`src/rtl/light_ctrl_pkg.sv`:
```
// Shared definitions for the light controller: LED output mode encodings and a
// helper that sizes counters.
package light_ctrl_pkg;

  typedef enum logic [1:0] {
    MODE_DIRECT = 2'b00,
    MODE_TOGGLE = 2'b01,
    MODE_BLINK  = 2'b10,
    MODE_INVERT = 2'b11
  } mode_e;

  // Bits needed to hold 0..n-1, never less than one bit.
  function automatic int cnt_width(input int n);
    return (n > 1) ? $clog2(n) : 1;
  endfunction

endpackage

```
`src/rtl/light_debounce.sv`:
```
// One switch channel: 2-flop synchronizer, debounce counter, debounced level
// (stb), toggle latch (tgl) and a one-cycle pulse marking each accepted change.
module light_debounce
  import light_ctrl_pkg::*;
#(
  parameter int DEB_CYCLES = 16
) (
  input  logic clk,
  input  logic rst,
  input  logic swt_i,
  output logic stb_o,
  output logic tgl_o,
  output logic upd_o
);

  localparam int CW = $clog2(DEB_CYCLES + 1);

  logic          sync1_q, sync2_q;
  logic [CW-1:0] cnt_q, cnt_d;
  logic          stb_q, stb_d;
  logic          tgl_q, tgl_d;
  logic          upd_q, upd_d;

  // The counter only runs while the synchronized input disagrees with stb;
  // on the DEB_CYCLES-th disagreeing cycle the new level is accepted.
  always_comb begin
    cnt_d = cnt_q;
    stb_d = stb_q;
    tgl_d = tgl_q;
    upd_d = 1'b0;
    if (sync2_q == stb_q) begin
      cnt_d = '0;
    end else if (cnt_q == CW'(DEB_CYCLES - 1)) begin
      cnt_d = '0;
      stb_d = sync2_q;
      upd_d = 1'b1;
      if (sync2_q) begin
        tgl_d = ~tgl_q;
      end
    end else begin
      cnt_d = cnt_q + CW'(1);
    end
  end

  always_ff @(posedge clk) begin
    if (rst) begin
      sync1_q <= 1'b0;
      sync2_q <= 1'b0;
      cnt_q   <= '0;
      stb_q   <= 1'b0;
      tgl_q   <= 1'b0;
      upd_q   <= 1'b0;
    end else begin
      sync1_q <= swt_i;
      sync2_q <= sync1_q;
      cnt_q   <= cnt_d;
      stb_q   <= stb_d;
      tgl_q   <= tgl_d;
      upd_q   <= upd_d;
    end
  end

  assign stb_o = stb_q;
  assign tgl_o = tgl_q;
  assign upd_o = upd_q;

endmodule

```
`src/rtl/light_ctrl.sv`:
```
// Multi-channel switch-to-LED controller: per-channel debouncers, one shared
// blink timebase, and a registered output mux selected by mode.
module light_ctrl
  import light_ctrl_pkg::*;
#(
  parameter int NCH        = 4,
  parameter int DEB_CYCLES = 16,
  parameter int BLINK_DIV  = 8
) (
  input  logic           clk,
  input  logic           rst,
  input  logic [NCH-1:0] swt,
  input  logic [1:0]     mode,
  output logic [NCH-1:0] led,
  output logic [NCH-1:0] chg
);

  localparam int BW = cnt_width(BLINK_DIV);

  logic [NCH-1:0] stb, tgl, upd;
  logic [BW-1:0]  blink_cnt_q, blink_cnt_d;
  logic           phase_q, phase_d;
  logic [NCH-1:0] led_q, led_d;
  logic [NCH-1:0] chg_q;

  for (genvar gi = 0; gi < NCH; gi++) begin : g_ch
    light_debounce #(
      .DEB_CYCLES(DEB_CYCLES)
    ) u_deb (
      .clk  (clk),
      .rst  (rst),
      .swt_i(swt[gi]),
      .stb_o(stb[gi]),
      .tgl_o(tgl[gi]),
      .upd_o(upd[gi])
    );
  end

  always_comb begin
    blink_cnt_d = blink_cnt_q + BW'(1);
    phase_d     = phase_q;
    if (blink_cnt_q == BW'(BLINK_DIV - 1)) begin
      blink_cnt_d = '0;
      phase_d     = ~phase_q;
    end
  end

  // Mode only steers this mux; it never touches debounce or blink state.
  always_comb begin
    led_d = stb;
    case (mode)
      MODE_DIRECT: led_d = stb;
      MODE_TOGGLE: led_d = tgl;
      MODE_BLINK:  led_d = stb & {NCH{phase_q}};
      MODE_INVERT: led_d = ~stb;
      default:     led_d = stb;
    endcase
  end

  always_ff @(posedge clk) begin
    if (rst) begin
      blink_cnt_q <= '0;
      phase_q     <= 1'b0;
      led_q       <= '0;
      chg_q       <= '0;
    end else begin
      blink_cnt_q <= blink_cnt_d;
      phase_q     <= phase_d;
      led_q       <= led_d;
      chg_q       <= upd;
    end
  end

  assign led = led_q;
  assign chg = chg_q;

endmodule

```
`config.mk`:
```
export PLATFORM = sky130hd
export DESIGN_NAME = light_ctrl
export DESIGN_NICKNAME = d
export VERILOG_FILES = /design/src/rtl/light_ctrl_pkg.sv /design/src/rtl/light_debounce.sv /design/src/rtl/light_ctrl.sv
export SDC_FILE = /design/constraint.sdc
export NUM_CORES = 1
export LEC_CHECK = 0
export BUFFER_PORTS_ARGS = -buffer_cell sky130_fd_sc_hd__clkbuf_2
export CELL_PAD_IN_SITES_DETAIL_PLACEMENT = 0
export CELL_PAD_IN_SITES_GLOBAL_PLACEMENT = 1
export CORE_MARGIN = 8
export CORE_UTILIZATION = 41
export CTS_CLUSTER_SIZE = 8
export DETAILED_ROUTE_END_ITERATION = 8
export PLACE_DENSITY_LB_ADDON = 0.1
export SKIP_CTS_REPAIR_TIMING = 1
export SLEW_MARGIN = 20
export SYNTH_ARGS = -nofsm -noshare
export SYNTH_HDL_FRONTEND = slang
export SYNTH_SLANG_ARGS = --single-unit
```
`constraint.sdc`:
```
create_clock -name clk -period 1.65 [get_ports clk]
set_clock_uncertainty 0.15 [all_clocks]
set_input_delay 0.0825 -clock clk [delete_from_list [all_inputs] [get_ports clk]]
set_output_delay 0.0825 -clock clk [all_outputs]
set_load 0.02 [all_outputs]
```
# Word-level counts from Yosys, hierarchy flattened
# Index checks and enable logic that the tools add are counted.
[classes]
n_addsub = 5
eq_ne = 12
mux = 5
bitwise = 11
reduce_logical = 18
[op_table]
columns = ["op", "count"]
rows = [
  ["$add 5x1->5 const B", 4],
  ["$eq 5x4->1 const B", 4],
  ["$pmux 4 s4", 1],
  ["$reduce_and 3->1", 4],
  ["$reduce_or 3->1", 4],
  ["$reduce_or 2->1", 5],
  ["$not 1->1", 9],
  ["$reduce_and 2->1", 4],
  ["$and 4x4->4", 1],
  ["$eq 1x1->1", 4],
  ["$eq 2x2->1 const B", 2],
  ["$mux 1", 4],
  ["$not 4->4", 1],
  ["$add 3x1->3 const B", 1],
  ["$eq 3x3->1 const B", 1],
  ["$eq 2x1->1 const B", 1],
  ["$logic_not 2->1", 1],
]
[word_totals]
reg_bits = 52
inputBits = 8
out_inout_bits = 8
wordCells = 79

# Longest topological paths before layout
[logic_depth]
ltp_word = 3
mapped_depth = 6
depth_no_buf = 6

# Modules after synthesis
# A second synthesis with hierarchy kept.
[unflattened]
cells_unflattened = 182
area_unflattened_um2 = 1875.5
[by_module_without_submodules]
columns = ["mod", "instances", "cells_per_inst", "area_each_um2", "seq_area_each_um2"]
rows = [
  ["light_debounce", 4, 34, 354.1, 200.2],
  ["light_ctrl", 1, 46, 459.2, 240.2],
]

# Worst setup path after synthesis
# No wires, ideal clock.
[synth_path]
kind = "register to register"
start = "register g_ch[3].u_deb.cnt_q[0]"
end = "register g_ch[3].u_deb.tgl_q"
setup_ns = 0.071
arrival_time_ns = 1.409
required_ns = 1.429
slack_ns = 0.020
path_stages_with_launch = 7
path_buffers = 0
period_less_slack_ns = 1.630
path_cell_list = "dfxtp_1 ha_1 and3_1 ha_1 nand2_1 or3_2 a21oi_1"
[synth_via]
elab_chain_cells = 2
[synth_rtl]
columns = ["element", "line_no", "source"]
rows = [
  ["start, declared", "light_debounce.sv:19", "logic [CW-1:0] cnt_q, cnt_d;"],
  ["start signal, assigned", "light_debounce.sv:56", "cnt_q <= cnt_d;"],
  ["$eq 5x4->1", "light_debounce.sv:33", "end else if (cnt_q == CW'(DEB_CYCLES - 1)) begin"],
  ["$reduce_and 3->1 (no line)", "n/a", ""],
  ["end signal, assigned", "light_debounce.sv:58", "tgl_q <= tgl_d;"],
  ["end, declared", "light_debounce.sv:21", "logic tgl_q, tgl_d;"],
]
# Every way passes these cells.
# A chain may end at the register's enable or synchronous reset.

# Worst setup path in the final report
[layout_path]
start = "register g_ch[3].u_deb.cnt_q[1]"
end = "register g_ch[3].u_deb.tgl_q"
# Same word-level chain as after synthesis.

==> impl_metrics.yaml <==
status:
  status: "finished, final reports clean"
routing:
  num_vias: 1268
  vias_per_cell: 4.71
  wl_per_cell_um: 11.9
  ant_nets: 0
  firstDrtPassIters: 2
  drt_iter0_drc: 36
  drc: 0
  wl_um: 3210
logic_synthesis:
  synth_enable_flop_cells: 0
  synthMuxAreaShare: 0.0159
  synthSimpleGateAreaFrac: 0.234
  ys_top_cells_by_area: "dfxtp_1 (55%), ha_1 (6.6%), nor2_1 (6.2%), nor2b_1 (5.0%), xnor2_1 (4.2%)"
  synthTopCellsByCount: "dfxtp_1 (52), nor2_1 (31), nor2b_1 (15)"
  synth_xor_area_frac: 0.0744
  yosysMostFrequentCell: "dfxtp_1"
  synth_cell_types: 25
  synth_nets: 201
  yosysTopAreaCellShare: 0.553
  synth-seq-cells: 52
  yosysSeqAreaShare: 0.553
  syn_area_per_cell_um2: 10.3
  yosysTopAreaCell: "dfxtp_1"
  synth_top_family_by_area: "simple AND/OR/NAND/NOR gates"
  synthAdderAreaFrac: 0.0664
  synthesis.area_um2: 1880
  synth_compound_area_frac: 0.0306
  synthFlopType: "dfxtp_1"
  ys_warn_count: 0
  synth_cells: 183
  async_reset_ff_frac: 0
power_and_ir_drop:
  switching_share: 0.208
  p_clk_frac: 0.355
  combPwrFrac: 0.045
  power_leakage_nw: 0.889
  power_density_nw_per_um2: 927
  intPower_mw: 1.70
  peakVddDrop_uv: 503
  p_sw_uw: 447
  p_seq_frac: 0.600
setup_path:
  cp-start-kind: "flip-flop"
  worst_ep_arrival_time_ns: 1.70
  crit_family: "simple AND/OR/NAND/NOR gates"
  crit_required_ns: 1.73
  r2r_slack_ns: 0.04
  worstSetupPathType: "reg2reg"
  crit_top_cell: "ha_4"
  end_kind: "flip-flop"
  cpMaxStageDelayCell: "or3_2"
  path_buf_inv: 0
  max_stage_delay_ns: 0.40
  path_cells: "ha_4, and3_4, ha_4, nand2_2, or3_2, a21oi_1"
  crit_fanout: 4
grt:
  grt-ovfl-total: 0
  grt_antenna_before_repair: 0
  grt_pass1_wl_um: 5150
  grtUsageTotal: 0.0884
  grt_pass1_vias: 1212
  grt_max_degree: 19
cells_and_area:
  n_antenna_cell: 0
  fillCellCount: 402
  drive_gt1_frac: 0.263
  finalInstanceArea_um2: 2310
  finalNetCount: 235
  area_growth_pct: 22.9
clocking:
  numCtsBuffers: 5
  ctsHtreeMaxLevel: 2
  clock_sinks: 52
  cts_max_path_buffers: 2
  cts-root-buf: "clkbuf_8"
  clkTransAtPathRegs_ns: 0.09
  clk_latency_ns: 0.29
  cts_tree: "done"
worst_hold_path:
  min_path_type: "in2reg"
floorplanning:
  row_count: 24
  die_height_um: 83.8
  dieWidth_um: 83.8
  initial_utilization: 0.430
  core_um2: 4380
  io_pins: 16
  fp.dieArea_um2: 7020
sta:
  fin_tns_setup_ns: 0
  tightest_slew_ns: 0.396
  fin_crit_ns: 1.61
  slew_violations: 0
  max_freq_ghz: 0.620
  setup_viol_count_final: 0
  hold_viol: 0
  max_slew_margin: 0.736
  min_period_over_period: 0.978
  fin_hold_ws_ns: 0.0861
job:
  maxCapViolCount: 0
placement:
  placed_area_um2: 2070
  routabilityCongestion: 0.686
  io_buffers: 15
  dp_hpwl_um: 2230
[through the flow]
step	power, mW	cells	utilization	worst slack, ns
CTS	2.15	261	0.494	-0.0546
global placement	1.40	254	0.472	0.0104
floorplan	1.37	183	-	0.0203
finish	2.15	269	0.528	0.0359
detailed placement	1.40	254	0.472	-0.0326
global route	2.24	269	0.528	-0.0172
[cells by family after synthesis]
kind of cell | count (synthesis)
flops | 52
xor+xnor | 16
mux | 3
buf+inv | 13
fa+ha+maj | 10
simple gates | 79
compound gates | 10
[cell usage in the layout (no fill, tap or decap), drive strengths merged]
| cell | Yosys | routed |
|---|---|---|
| dfxtp | 52 | 52 |
| nor2 | 31 | 31 |
| clkbuf | 4 | 22 |
| nor2b | 15 | 15 |
| buf | 0 | 11 |
| ha | 10 | 10 |
| inv | 9 | 9 |
| xnor2 | 9 | 9 |
| or3 | 8 | 8 |
| xor2 | 7 | 7 |
| a21oi | 6 | 6 |
| nor3b | 6 | 6 |
| dlygate4sd3 | 0 | 5 |
| nand3 | 4 | 4 |
| and3 | 4 | 4 |
| nand3b | 3 | 3 |
| mux2i | 3 | 3 |
| o211ai | 3 | 3 |
| nor3 | 2 | 2 |
| nand2 | 2 | 2 |
| or2b | 1 | 1 |
| nand2b | 1 | 1 |
| and2b | 1 | 1 |
| nor4 | 1 | 1 |
| o21ai | 1 | 1 |
[power by group through the flow]
stage | logic [mW] | registers [mW] | clock network [mW]
after floorplan | 0.0481 | 1.32 | 0
after global placement | 0.0819 | 1.31 | 0
after detailed placement | 0.0847 | 1.32 | 0
after CTS | 0.0854 | 1.29 | 0.776
after global routing | 0.109 | 1.29 | 0.839
final | 0.0965 | 1.29 | 0.762
[final cells by class]
cell class | instances | area, µm² | share of cell area
well taps | 52 | 65.1 | 0.0281
repair buffers | 31 | 208 | 0.0898
flip-flops and latches | 52 | 1050 | 0.453
clock buffers | 7 | 96.3 | 0.0416
inverters | 9 | 33.8 | 0.0146
multi-input cells | 118 | 863 | 0.373
[metal layers]
metal,up-vias,part of all wire,GRT usage
li1,665,-,-
met5,-,0,0
met1,581,0.49,0.0996
met4,0,0.0084,0.0283
met3,4,0.041,0.0420
met2,18,0.46,0.143
[registers in the layout, summed over array words and instances (netlist names)]
signal and cells:
blink_cnt_q 3, chg 4, g_ch.u_deb.cnt_q 20, g_ch.u_deb.stb_o 4, g_ch.u_deb.sync1_q 4, g_ch.u_deb.sync2_q 4, g_ch.u_deb.tgl_o 4, g_ch.u_deb.upd_o 4
led 4, phase_q 1
[worst paths after layout]
| path | depth (start not counted) | start | endpoint |
|---|---|---|---|
| max reg2reg | 6 | g_ch[3].u_deb.cnt_q[1] | g_ch[3].u_deb.tgl_o |
| max | 6 | g_ch[3].u_deb.cnt_q[1] | g_ch[3].u_deb.tgl_o |
| min reg2reg | 1 | blink_cnt_q[0] | blink_cnt_q[0] |
| min | 2 | rst | blink_cnt_q[0] |
No activity file was read; power rests on OpenSTA's default activity.
